**src/rtl/multisim_apb_pkg.sv**
```systemverilog
// Shared types for the multisim APB server-channel arbiter.
// Defines the arbiter state encoding and default APB request/response
// payload structs. The arbiter treats the payloads as opaque and only
// steers them between lanes.
package multisim_apb_pkg;

  localparam int unsigned MULTISIM_APB_ADDR_W = 32;
  localparam int unsigned MULTISIM_APB_DATA_W = 32;
  localparam int unsigned MULTISIM_APB_STRB_W = MULTISIM_APB_DATA_W / 8;

  // Downstream transfer phase owned by the arbiter.
  typedef enum logic [1:0] {
    IDLE   = 2'd0,
    SETUP  = 2'd1,
    ACCESS = 2'd2
  } multisim_apb_arb_state_t;

  // Default request payload: everything a manager presents alongside PSEL.
  typedef struct packed {
    logic [MULTISIM_APB_ADDR_W-1:0] addr;
    logic                           write;
    logic [MULTISIM_APB_DATA_W-1:0] wdata;
    logic [MULTISIM_APB_STRB_W-1:0] strb;
    logic [2:0]                     prot;
  } multisim_apb_req_t;

  // Default response payload returned with PREADY.
  typedef struct packed {
    logic [MULTISIM_APB_DATA_W-1:0] rdata;
    logic                           slverr;
  } multisim_apb_resp_t;

endpackage : multisim_apb_pkg

```
**src/rtl/multisim_rr_arbiter.sv**
```systemverilog
// Combinational round-robin picker.
// Searches the request vector cyclically starting one past the last
// winner (ptr), so the last winner has the lowest priority next time.
module multisim_rr_arbiter #(
  parameter int N = 4
) (
  input  logic [N-1:0]         req,
  input  logic [$clog2(N)-1:0] ptr,
  output logic [$clog2(N)-1:0] gnt_idx,
  output logic                 gnt_vld
);

  localparam int IW = $clog2(N);

  logic [IW-1:0] cand;

  // Pick the first set request at ptr+1, ptr+2, ... wrapping modulo N.
  always_comb begin
    // NOTE: every variable written here gets a default before the loop, so
    // no path leaves it unassigned and no latch is inferred.
    gnt_idx = '0;
    gnt_vld = 1'b0;
    cand    = '0;
    for (int off = 1; off <= N; off++) begin
      cand = IW'((int'(ptr) + off) % N);
      if (!gnt_vld && req[cand]) begin
        gnt_idx = cand;
        gnt_vld = 1'b1;
      end
    end
  end

endmodule : multisim_rr_arbiter

```
**src/rtl/multisim_apb_arbiter.sv**
```systemverilog
// Shares one APB server channel (feeding the multisim push/pull bridge)
// between NUM_MGR upstream APB managers.
//  - Round-robin grant, one transfer in flight, grant locked until the
//    downstream PREADY.
//  - Upstream PREADY/response are returned in the same cycle the bridge
//    answers (no added latency on the response path).
//  - A per-transfer watchdog raises a sticky flag when the simulator-side
//    server keeps the ACCESS phase waiting too long; the transfer itself is
//    never aborted, because the server may still answer eventually.
module multisim_apb_arbiter
  import multisim_apb_pkg::*;
#(
  parameter int  NUM_MGR        = 4,
  parameter int  TIMEOUT_CYCLES = 1024,
  parameter type apb_req_t      = multisim_apb_req_t,
  parameter type apb_resp_t     = multisim_apb_resp_t
) (
  input  logic                       clk,
  input  logic                       rst,
  input  apb_req_t                   i_apb_m_req [NUM_MGR],
  input  logic [NUM_MGR-1:0]         i_apb_m_psel,
  input  logic [NUM_MGR-1:0]         i_apb_m_penable,
  output apb_resp_t                  o_apb_m_resp [NUM_MGR],
  output logic [NUM_MGR-1:0]         o_apb_m_pready,
  output apb_req_t                   o_apb_s_req,
  output logic                       o_apb_s_psel,
  output logic                       o_apb_s_penable,
  input  apb_resp_t                  i_apb_s_resp,
  input  logic                       i_apb_s_pready,
  output logic [$clog2(NUM_MGR)-1:0] o_grant,
  output logic                       o_busy,
  output logic                       o_timeout
);

  localparam int IW = $clog2(NUM_MGR);

  // Watchdog counter is wide enough to hold TIMEOUT_CYCLES; a disabled
  // watchdog still gets a 1-bit counter so the logic stays uniform.
  localparam int            WDW      = (TIMEOUT_CYCLES > 0) ? $clog2(TIMEOUT_CYCLES + 1) : 1;
  localparam logic [WDW-1:0] WD_LIMIT = WDW'(TIMEOUT_CYCLES);
  localparam bit            WD_EN    = (TIMEOUT_CYCLES > 0);

  multisim_apb_arb_state_t state_q;
  multisim_apb_arb_state_t state_d;

  logic [IW-1:0]  grant_q;   // lane owning the channel (held after the transfer)
  logic [IW-1:0]  ptr_q;     // last lane that completed a transfer
  logic [IW-1:0]  arb_idx;
  logic           arb_vld;
  logic [WDW-1:0] wdog_q;
  logic           timeout_q;

  logic           start_xfer;
  logic           end_xfer;

  // Arbitration looks at PSEL only: a manager is requesting from its own
  // SETUP phase onward, whatever its PENABLE level.
  multisim_rr_arbiter #(
    .N (NUM_MGR)
  ) u_rr_arbiter (
    .req     (i_apb_m_psel),
    .ptr     (ptr_q),
    .gnt_idx (arb_idx),
    .gnt_vld (arb_vld)
  );

  assign start_xfer = (state_q == IDLE) && arb_vld;
  assign end_xfer   = (state_q == ACCESS) && i_apb_s_pready;

  // State register.
  always_ff @(posedge clk) begin
    // NOTE: sequential state uses non-blocking assignments so every register
    // samples pre-edge values and the result never depends on block order.
    if (rst) begin
      state_q <= IDLE;
    end else begin
      state_q <= state_d;
    end
  end

  // Next-state logic: IDLE -> SETUP -> ACCESS (held until PREADY) -> IDLE.
  always_comb begin
    state_d = state_q;
    unique case (state_q)
      IDLE:    if (arb_vld)        state_d = SETUP;
      SETUP:                       state_d = ACCESS;
      ACCESS:  if (i_apb_s_pready) state_d = IDLE;
      default:                     state_d = IDLE;
    endcase
  end

  // Grant is captured when a transfer starts; the round-robin pointer moves
  // to that lane only once its transfer has completed downstream.
  always_ff @(posedge clk) begin
    if (rst) begin
      grant_q <= '0;
      ptr_q   <= IW'(NUM_MGR - 1);
    end else begin
      if (start_xfer) grant_q <= arb_idx;
      if (end_xfer)   ptr_q   <= grant_q;
    end
  end

  // Watchdog: restart on every new transfer, count ACCESS cycles without
  // PREADY, saturate at the limit and latch the sticky timeout flag.
  always_ff @(posedge clk) begin
    if (rst) begin
      wdog_q    <= '0;
      timeout_q <= 1'b0;
    end else if (start_xfer) begin
      wdog_q <= '0;
    end else if (WD_EN && (state_q == ACCESS) && !i_apb_s_pready && (wdog_q != WD_LIMIT)) begin
      wdog_q <= wdog_q + WDW'(1);
      if (wdog_q + WDW'(1) == WD_LIMIT) timeout_q <= 1'b1;
    end
  end

  // Output decode: downstream phase signals, request mux and response demux.
  always_comb begin
    o_apb_s_psel    = (state_q != IDLE);
    o_apb_s_penable = (state_q == ACCESS);
    o_apb_s_req     = '0;
    if (state_q != IDLE) o_apb_s_req = i_apb_m_req[grant_q];
    for (int m = 0; m < NUM_MGR; m++) begin
      o_apb_m_pready[m] = 1'b0;
      o_apb_m_resp[m]   = '0;
      if ((state_q == ACCESS) && (grant_q == IW'(m))) begin
        o_apb_m_pready[m] = i_apb_s_pready;
        o_apb_m_resp[m]   = i_apb_s_resp;
      end
    end
  end

  assign o_grant   = grant_q;
  assign o_busy    = (state_q != IDLE);
  assign o_timeout = timeout_q;

  // Protocol checks: the granted manager must hold PSEL for the whole
  // transfer and be in its own ACCESS phase while the bridge is; the bridge
  // never answers during SETUP.
  a_grant_psel_held: assert property (@(posedge clk) disable iff (rst)
    (state_q != IDLE) |-> i_apb_m_psel[grant_q]);

  a_grant_penable_access: assert property (@(posedge clk) disable iff (rst)
    (state_q == ACCESS) |-> i_apb_m_penable[grant_q]);

  a_no_pready_in_setup: assert property (@(posedge clk) disable iff (rst)
    (state_q == SETUP) |-> !i_apb_s_pready);

endmodule : multisim_apb_arbiter
```
**config.mk**
```make
export PLATFORM = sky130hd
export DESIGN_NAME = multisim_apb_arbiter
export DESIGN_NICKNAME = d
export VERILOG_FILES = /design/src/rtl/multisim_apb_pkg.sv /design/src/rtl/multisim_rr_arbiter.sv /design/src/rtl/multisim_apb_arbiter.sv
export SDC_FILE = /design/constraint.sdc
export NUM_CORES = 1
export LEC_CHECK = 0
export ABC_AREA = 0
export BUFFER_PORTS_ARGS = -buffer_cell sky130_fd_sc_hd__buf_2
export CAP_MARGIN = 20
export CORE_AREA = 2 2 212 214
export DETAILED_ROUTE_END_ITERATION = 12
export DIE_AREA = 0 0 214 216
export HOLD_SLACK_MARGIN = 0.15
export PLACE_DENSITY_LB_ADDON = 0.15
export SETUP_SLACK_MARGIN = 0.15
export SLEW_MARGIN = 5
export SYNTH_ARGS = -nofsm -noshare
export SYNTH_HDL_FRONTEND = slang
export SYNTH_HIERARCHICAL = 1
export SYNTH_SLANG_ARGS = --single-unit
export TNS_END_PERCENT = 1
```
**constraint.sdc**
```tcl
create_clock -name clk -period 6.25 [get_ports clk]
set_clock_uncertainty 0.05 [all_clocks]
set_input_delay 1.25 -clock clk [delete_from_list [all_inputs] [get_ports clk]]
set_output_delay 1.25 -clock clk [all_outputs]
set_load 0.1 [all_outputs]
```
==> reports/results.ini <==
[clock_network]
cts_setup_buffers = 0
post_cts_resized = 0
clkTransAtPathRegs_ns = 0.06
clock_sinks = 18
clk_latency_ns = 0.25
cts_root_buf = clkbuf_16
cts_buffers = 3
cts_max_level = 1
hold_buffers = 0
cts_tree = yes
cts_max_path_buffers = 2

[worst_setup_path]
crit_path_max_fanout = 58
endpoint_kind = output pin
required_ns = 4.95
slowest_delay_ns = 0.65
startpoint_type = flop
worst-path-buf-inv = 2
crit_chain = buf_12 -> mux4_2 -> and2_1 -> buf_2
critical_path.top_delay_family = buffers and inverters
crit_arrival_ns = 2.56
crit_type = reg -> out
slowest_stage = dfxtp_4

[sta]
final_max_slew_viol_count = 0
slew_headroom_pct = 57.1
tightest_slew_ns = 0.638
whs_ns = 0.422
min_period_ns = 3.86
period_share_pct = 61.7
max_freq_mhz = 259
hold_viol = 0
rsz0062_at_grt = no
setup_tns_ns = 0
finalSetupViolCount = 0

[flow_run]
drv_cap = 0

[final_layout]
fillers = 5077
area_delta_synth_final_pct = 83.6
num-nets-final = 1302
final_common_cell = buf_2
layout-drive-gt1-share_pct = 66.1
layout_common_cells = buf_2 (541), and2_1 (205), mux4_2 (72)

[run_status]
status = finished, final reports clean

[synth]
ys_async_sr_fraction_pct = 0
avgSynthCellArea_um2 = 9.16
netlist_instances = 453
synth_area_um2 = 4150
syn-num-nets = 788
synth_edf_count = 0
yosys_warnings = 6
synth_top_area_cell = mux4_2
yosysTopAreaCellShare_pct = 39.1
ys_seq_elements = 18
ys_top_cells_by_area = mux4_2 (39%), and2_1 (31%), dfxtp_1 (8.7%), nor2_1 (2.3%), clkbuf_1 (2.2%)
yosysUniqueCellTypes = 39
yosysSeqAreaShare_pct = 8.68
synthFlopType = dfxtp_1

[power]
p_int_mw = 0.470
p_clk_share_pct = 10.3
switching_share_pct = 64.6
p_leak_nw = 3.90
ir_worst_vdd_uv = 120
p_per_area_nw_per_um2 = 174
combPwrFrac_pct = 79.6
p_seq_share_pct = 10.2
power.net_switching_mw = 0.860

[drt]
drt-initial-drc-count = 184
vias_per_cell = 3.67
vias = 5742
finalWirelength_um = 31000
firstDrtPassIters = 4
drc = 0
ant_nets = 0
drt-wirelength-per-cell_um = 19.8

[placement]
numPortBuffers = 541
hpwlAfterDp_um = 27100
gp_congestion = 0.920

[grt]
grt_pass1_vias = 5893
antenna_found_initial = 19
grt_max_degree = 59
grt_remaining_overflow = 0
grt_pass1_wl_um = 42500
globalRouteTotalUtil_pct = 12.6

[floorplan]
dieArea_um2 = 46200
start_util_pct = 9.47
core-area_um2 = 43800
dieWidth_um = 214
rows = 77
ios = 546
die_y_um = 216

[worst_hold_path]
min_path_type = reg -> reg

## logic make-up (layout without fill, tap and decap cells)
logic type | Yosys count | in the layout | synth area share (%)
other | 0 | 5 | 0
AND/OR/NAND/NOR | 279 | 279 | 39.8
AO/OA/AOI/OAI | 17 | 17 | 3.47
flip-flops | 18 | 18 | 8.68
buffers and inverters | 49 | 562 | 4.85
adder cells (fa/ha/maj) | 3 | 3 | 0.904
XOR/XNOR | 13 | 13 | 2.74
multiplexers | 74 | 74 | 39.5
## stage by stage
stage	util, %	total power [mW]	setup slack, ns	instances	instance area [um^2]
floorplan	-	0.934	1.44	453	4150
global placement	17.1	1.21	2.39	1553	7520
detailed placement	17.2	1.21	2.53	1554	7530
CTS	17.4	1.35	2.31	1558	7610
global route	17.4	1.38	2.22	1559	7610
finish	17.4	1.33	2.39	1563	7620
## flip-flops by register name (all words and copies together) (netlist names)
| signal | flops |
|---|---|
| ptr_q | 2 |
| o_grant | 2 |
| state_q | 2 |
| o_timeout | 1 |
| wdog_q | 11 |
## synthesized netlist by cell type, types with 2 or more instances
library cell,n
xnor2_1,8
a22o_1,2
and2_1,205
clkbuf_1,24
nand3_1,9
inv_1,8
nand2b_1,8
nor3_1,7
buf_2,11
nand4_1,2
nor2_1,25
buf_1,4
or3b_2,2
dfxtp_1,18
mux4_2,72
a21oi_1,6
mux2i_1,2
nand2_1,13
ha_1,3
xor2_1,5
## worst reg2reg max path, cell delays in order (launching register included)
cell and delay (ns):
dfxtp_1 0.35, inv_1 0.10, ha_1 0.15, or3b_2 0.49
o41ai_4 0.43, nand3b_1 0.19, or3_1 0.10, nand2_1 0.04
## final timing paths
path                                 start         endpoint  slack, ns  cells after the start
worst max register to register   wdog_q[0]        wdog_q[9]       4.26                      7
worst min register to register   o_timeout        o_timeout       0.42                      1
worst min-delay path             o_timeout        o_timeout       0.42                      1
worst max-delay path            o_grant[0]  o_apb_s_req[35]       2.39                      4
## per-layer routing
metal	global-route usage, %	vias up	wire length [um]
met2	24.0	373	16100
li1	-	2639	-
met1	13.2	2676	11100
met4	3.80	4	1220
met5	0	-	20
met3	3.69	50	2580
## power by group through the flow
stage / Combinational, mW / Clock (mW) / Sequential [mW]
finish: 1.06 / 0.136 / 0.136
global route: 1.10 / 0.145 / 0.139
CTS: 1.07 / 0.140 / 0.137
detailed placement: 1.07 / 0 / 0.139
global placement: 1.07 / 0 / 0.140
floorplan: 0.803 / 0 / 0.131
## cell type report
class	instances	area, um^2	share of cell area [%]
Sequential cell	18	368	4.83
Antenna cell	5	12.5	0.164
Timing Repair Buffer	549	2790	36.6
Inverter	9	33.8	0.443
Clock buffer	4	78.8	1.03
Multi-Input combinational cell	386	3600	47.3
Tap cell	592	741	9.72
Note: power is estimated with default switching activity, not from simulation.
